==> config.mk <==
export PLATFORM = sky130hd
export DESIGN_NAME = tlb_op_ctrl
export DESIGN_NICKNAME = d
export VERILOG_FILES = /design/src/rtl/tlb_op_ctrl.sv
export SDC_FILE = /design/constraint.sdc
export NUM_CORES = 1
export LEC_CHECK = 0
export ABC_AREA = 1
export CORE_UTILIZATION = 43
export CTS_CLUSTER_SIZE = 12
export DETAILED_ROUTE_END_ITERATION = 16
export PLACE_DENSITY = 0.87
export SLEW_MARGIN = 20
export SYNTH_ARGS = -nofsm -noshare
export SYNTH_HDL_FRONTEND = slang
export SYNTH_SLANG_ARGS = --single-unit
==> constraint.sdc <==
create_clock -name clk -period 1.8 [get_ports clk]
set_input_delay 0.27 -clock clk [delete_from_list [all_inputs] [get_ports clk]]
set_output_delay 0.27 -clock clk [all_outputs]
set_load 0.02 [all_outputs]
==> src/rtl/tlb_op_ctrl.sv <==
// tlb_op_ctrl: TLB maintenance op sequencer; define TLBFILL_RANDOM_EN to pick the TLBFILL index from an LFSR
module tlb_op_ctrl #(
  parameter int TLBNUM = 16,
  parameter int TLBNUMSIZE = 4
) (
  input  logic                  clk,
  input  logic                  reset,
  input  logic                  op_valid,
  output logic                  op_ready,
  input  logic [2:0]            op_type,
  input  logic [4:0]            inv_op,
  input  logic [9:0]            inv_asid,
  input  logic [18:0]           inv_va,
  input  logic [TLBNUMSIZE-1:0] csr_index,
  input  logic [9:0]            csr_asid,
  input  logic [18:0]           csr_vppn,
  output logic                  s_req,
  output logic [18:0]           s_vppn,
  output logic [9:0]            s_asid,
  input  logic                  s_found,
  input  logic [TLBNUMSIZE-1:0] s_index,
  output logic                  s1e,
  output logic [TLBNUMSIZE-1:0] s1_index,
  output logic                  s1_ne,
  output logic                  re,
  output logic [TLBNUMSIZE-1:0] r_index,
  output logic                  we,
  output logic [TLBNUMSIZE-1:0] w_index,
  output logic [TLBNUMSIZE-1:0] scan_index,
  input  logic                  scan_e,
  input  logic                  scan_g,
  input  logic [5:0]            scan_ps,
  input  logic [9:0]            scan_asid,
  input  logic [18:0]           scan_vppn,
  output logic                  inv_we,
  output logic [TLBNUMSIZE-1:0] inv_index,
  output logic                  done,
  output logic                  refetch,
  output logic                  ine_exc
);
  typedef enum logic [2:0] {IDLE, SRCH_REQ, SRCH_RSP, RD, WR, INV_SCAN} state_t;
  state_t state_q, state_d;
  logic ine_q, ine_d, fill_q, fill_d;
  logic [4:0] iop_q, iop_d;
  logic [9:0] asid_q, asid_d;
  logic [18:0] va_q, va_d;
  logic [TLBNUMSIZE-1:0] idx_q, idx_d, cnt_q, cnt_d, fill_idx;
  logic accept, bad, is_inv, scanning, last, asid_eq, va_hit, match;
  assign accept = op_valid & op_ready;
  assign is_inv = op_type == 3'd4;
  assign bad = (op_type > 3'd4) | (is_inv & (inv_op > 5'd6));
  assign scanning = state_q == INV_SCAN;
  assign last = cnt_q == TLBNUMSIZE'(TLBNUM - 1);
  assign asid_eq = scan_asid == asid_q;
  assign va_hit = (scan_ps == 6'd21) ? (scan_vppn[18:9] == va_q[18:9]) : (scan_vppn == va_q);
  assign match = (iop_q < 5'd2) ? 1'b1 :
                 (iop_q == 5'd2) ? scan_g :
                 (iop_q == 5'd3) ? ~scan_g :
                 (iop_q == 5'd4) ? ~scan_g & asid_eq :
                 (iop_q == 5'd5) ? ~scan_g & asid_eq & va_hit :
                 (scan_g | asid_eq) & va_hit;
  always_comb begin
    iop_d   = accept ? inv_op : iop_q;
    asid_d  = accept ? (is_inv ? inv_asid : csr_asid) : asid_q;
    va_d    = accept ? (is_inv ? inv_va : csr_vppn) : va_q;
    idx_d   = accept ? csr_index : idx_q;
    fill_d  = accept ? op_type == 3'd3 : fill_q;
    ine_d   = accept & bad;
    cnt_d   = scanning ? cnt_q + 1'b1 : '0;
    state_d = (accept & ~bad) ? ((op_type == 3'd0) ? SRCH_REQ : (op_type == 3'd1) ? RD : is_inv ? INV_SCAN : WR) :
              (state_q == SRCH_REQ) ? SRCH_RSP :
              (scanning & ~last) ? INV_SCAN : IDLE;
  end
  always_ff @(posedge clk) begin
    if (reset) begin
      state_q <= IDLE;
      ine_q   <= 1'b0;
      fill_q  <= 1'b0;
      iop_q   <= '0;
      asid_q  <= '0;
      va_q    <= '0;
      idx_q   <= '0;
      cnt_q   <= '0;
    end else begin
      state_q <= state_d;
      ine_q   <= ine_d;
      fill_q  <= fill_d;
      iop_q   <= iop_d;
      asid_q  <= asid_d;
      va_q    <= va_d;
      idx_q   <= idx_d;
      cnt_q   <= cnt_d;
    end
  end
`ifdef TLBFILL_RANDOM_EN
  logic [7:0] lfsr_q, lfsr_d;
  assign lfsr_d = {lfsr_q[6:0], lfsr_q[7] ^ lfsr_q[5] ^ lfsr_q[4] ^ lfsr_q[3]};
  assign fill_idx = lfsr_q[TLBNUMSIZE-1:0];
  always_ff @(posedge clk) lfsr_q <= reset ? 8'h01 : lfsr_d;
`else
  logic [TLBNUMSIZE-1:0] ptr_q, ptr_d;
  assign ptr_d = (we & fill_q) ? ptr_q + 1'b1 : ptr_q;
  assign fill_idx = ptr_q;
  always_ff @(posedge clk) ptr_q <= reset ? '0 : ptr_d;
`endif
  assign op_ready   = state_q == IDLE;
  assign s_req      = state_q == SRCH_REQ;
  assign s_vppn     = va_q;
  assign s_asid     = asid_q;
  assign s1e        = state_q == SRCH_RSP;
  assign s1_index   = s1e ? s_index : '0;
  assign s1_ne      = s1e & ~s_found;
  assign re         = state_q == RD;
  assign r_index    = idx_q;
  assign we         = state_q == WR;
  assign w_index    = fill_q ? fill_idx : idx_q;
  assign scan_index = cnt_q;
  assign inv_index  = cnt_q;
  assign inv_we     = scanning & scan_e & match;
  assign refetch    = re | we | (scanning & last);
  assign done       = refetch | s1e;
  assign ine_exc    = ine_q;
endmodule

==> flow_metrics.tcl <==
set metrics [dict create \
    endpoints_failing_setup 1 \
    worst_ep_required_time_ns 1.53 \
    synth-edff-count 0 \
    die_height_um 89.1 \
    layout_worst_path_cycle_share_pct 107 \
    grt_start_max_net_pins 26 \
    period_needed_ns 1.92 \
    drc_errors 0 \
    synth.top_cell.area_share_pct 31.3 \
    area_delta_synth_final_pct 71.0 \
    detail-route-antenna-nets 0 \
    route.vias.total 3607 \
    report.final.hold_viol_count 0 \
    synth_area_leaders "sky130_fd_sc_hd__dfxtp_1 (31%), sky130_fd_sc_hd__nand2_1 (14%), sky130_fd_sc_hd__o211ai_2 (11%)" \
    clk_transition_reported_paths_ns 0.10 \
    cts-root-to-sink-buffers 2 \
    status "finished, violations left" \
    number_of_antenna_violations_at_the_first_check_in_global_routing 0 \
    total_leakage_power_nw 2.67 \
    numPlacedInstances 751 \
    power.density_cell_area_nw_per_um2 596 \
    detail_route.wirelength_mm 9.89 \
    timing.clock.skew_ns 0.00988 \
    initial_utilization_pct 44.8 \
    htree_levels 2 \
    postCtsHoldBufs 0 \
    timing.critical_path.from_type "input pin" \
    synth_cell_type_count 33 \
    postLayoutSetupSlackWorst_ns -0.117 \
    overflow 0 \
    worst_setup_slack_after_placement_ns -0.661 \
    most_numerous_cell_types_in_the_synthesized_netlist "sky130_fd_sc_hd__nand2_1 (121), sky130_fd_sc_hd__dfxtp_1 (51), sky130_fd_sc_hd__inv_1 (43)" \
    tritoncts_clock_tree "done" \
    chipWidth_um 89.1 \
    first_pass_iters 4 \
    final_layout_size_suffix_gt1_share_pct 27.0 \
    ys_warnings 0 \
    fillCellCount 531 \
    peakVddDrop_v 0.000482 \
    place.detailed.hpwl_mm 8.24 \
    gr-usage-all-layers_pct 24.7 \
    synth_top_area_cell "sky130_fd_sc_hd__dfxtp_1" \
    portion_of_the_post_synthesis_area_used_by_sequential_elements_pct 31.3 \
    failed_checks "setup timing" \
    worstPathMaxFanout 2 \
    syn_inst 447 \
    clk_root_buffer_cell "sky130_fd_sc_hd__clkbuf_8" \
    syn_area_um2 3270 \
    timing.max_cap.violations 0 \
    n_antenna_cell 0 \
    min_path_type "flip-flop to flip-flop" \
    synth-main-ff-cell "sky130_fd_sc_hd__dfxtp_1" \
    worst_slew_margin_rel_pct 79.9 \
    via_count_of_the_first_global_routing_pass 3578 \
    synth.avg_cell_area_um2 7.31 \
    yosys_register_bits 51 \
    timing.critical_path.arrival_ns 1.65 \
    row_count 31 \
    max_freq_mhz 522 \
    grt_first_pass_wirelength_mm 15.3 \
    detail_route.vias_per_cell 4.75 \
    fin_cells 759 \
    worstSkewPairLatency_ns 0.30 \
    grt_setup_unrepaired "yes" \
    floorplan.io_pins 174 \
    timing.setup.critical_path_class "input pin to output port" \
    die_area_um2 7950 \
    average_wire_per_standard_cell_um 13.0 \
    drt-initial-drc-count 62 \
    finalNetCount 776 \
    worst_slew_pin_slew_ns 0.300 \
    core_area_um2 7290 \
    final-max-slew-violation-count 0 \
    tritoncts_buffers 5 \
    finalCoreUtilization_pct 76.6 \
    port_buffers 173 \
    synthMostInstantiatedCell "sky130_fd_sc_hd__nand2_1" \
    syn_nets 564 \
    synth-async-reset-ratio_pct 0 \
    tritoncts_sink_count 51 \
    gp_congestion 0.845 \
    worstSetupEndpointType "output port" \
]
==> per-layer routing <==
layer | part of all wire (%) | up-vias | global-route usage (%)
met5 | 0 | - | 0
met4 | 3.2 | 0 | 9.52
met3 | 4.8 | 25 | 3.51
met2 | 53 | 109 | 48.8
met1 | 39 | 1637 | 26.3
li1 | - | 1836 | -
==> placed cells by master, fill, tap and decap left out, types with 5 or more instances in the layout <==
cell type	synthesis	final
sky130_fd_sc_hd__o211ai_2	28	28
sky130_fd_sc_hd__nand2_1	121	120
sky130_fd_sc_hd__buf_4	7	49
sky130_fd_sc_hd__nand3_1	15	15
sky130_fd_sc_hd__clkdlybuf4s50_1	0	143
sky130_fd_sc_hd__buf_12	0	5
sky130_fd_sc_hd__clkbuf_8	0	5
sky130_fd_sc_hd__xor2_1	6	6
sky130_fd_sc_hd__dlymetal6s2s_1	0	17
sky130_fd_sc_hd__nand3_2	28	28
sky130_fd_sc_hd__inv_2	32	33
sky130_fd_sc_hd__nor2_1	26	25
sky130_fd_sc_hd__inv_1	43	43
sky130_fd_sc_hd__dfxtp_2	0	6
sky130_fd_sc_hd__o21ai_1	5	7
sky130_fd_sc_hd__dfxtp_1	51	45
sky130_fd_sc_hd__a21oi_1	20	19
sky130_fd_sc_hd__xnor2_1	13	12
sky130_fd_sc_hd__o21ai_0	16	14
==> where the power goes <==
| group | internal, mW | leakage (nW) | switching (mW) | total, mW |
|---|---|---|---|---|
| clock | 0.415 | 0.0581 | 0.385 | 0.799 |
| sequential | 1.22 | 0.422 | 0.0646 | 1.28 |
| combinational | 0.676 | 2.19 | 0.570 | 1.25 |
==> area by class of cell <==
class	instances	area, um2	share of cell area [%]
timing repair buffer	227	2220	39.7
clock inverter	3	43.8	0.784
tap	99	124	2.22
clock buffer	5	68.8	1.23
inverter	77	294	5.27
sequential	51	1030	18.4
multi-input combinational	297	1810	32.4
==> path summary, 6_finish.rpt <==
check                                  end  depth (start not counted)           from  slack, ns
worst min register to register  r_index[0]                          2     r_index[0]       0.47
worst min-delay path            r_index[0]                          2     r_index[0]       0.47
worst max-delay path                inv_we                         10  scan_vppn[13]      -0.12
worst max register to register   s_asid[0]                          8     state_q[2]       0.29
==> what timing repair did <==
action / 4_1_cts / 5_1_grt
gates resized for setup: 31 / 35
pin swaps: 1 / 24
setup endpoints to repair: 17 / 14
setup buffers: 0 / 0
==> logic make-up (layout without fill, tap and decap cells) <==
logic type / Yosys count / in the layout / synth area share, %
simple gates: 205 / 205 / 31.5
buf+inv: 99 / 312 / 13.9
compound gates: 71 / 71 / 17.5
flops: 51 / 51 / 31.3
xor+xnor: 19 / 19 / 5.10
fa+ha+maj: 2 / 2 / 0.766
==> registers in the layout, summed over array words and instances (netlist names) <==
register / count
fill_idx: 4
fill_q: 1
ine_exc: 1
inv_index: 4
iop_q: 5
r_index: 4
s_asid: 10
s_vppn: 19
state_q: 3
==> stage by stage <==
step                      TNS, ns  power (mW)  hold WS (ns)  instance area [um2]
final                      -0.117        3.33         0.472                 5580
after global routing       -0.203        3.51         0.499                 5580
after CTS                  -0.188        3.36         0.475                 5540
after floorplan                 0        1.89         0.339                 3270
after global placement     -0.633        2.53         0.450                 5430
after detailed placement   -0.674        2.56         0.460                 5430
==> worst max-delay path: stages <==
cell and delay [ns]:
sky130_fd_sc_hd__clkdlybuf4s50_1 0.49, sky130_fd_sc_hd__o21ai_1 0.09, sky130_fd_sc_hd__nor2_1 0.11, sky130_fd_sc_hd__nand3_1 0.09, sky130_fd_sc_hd__nor2_2 0.13, sky130_fd_sc_hd__nand2_1 0.06, sky130_fd_sc_hd__nand2_1 0.05, sky130_fd_sc_hd__nand2_1 0.06
sky130_fd_sc_hd__a21oi_2 0.15, sky130_fd_sc_hd__buf_6 0.13
Note: power is estimated with default switching activity, not from simulation.
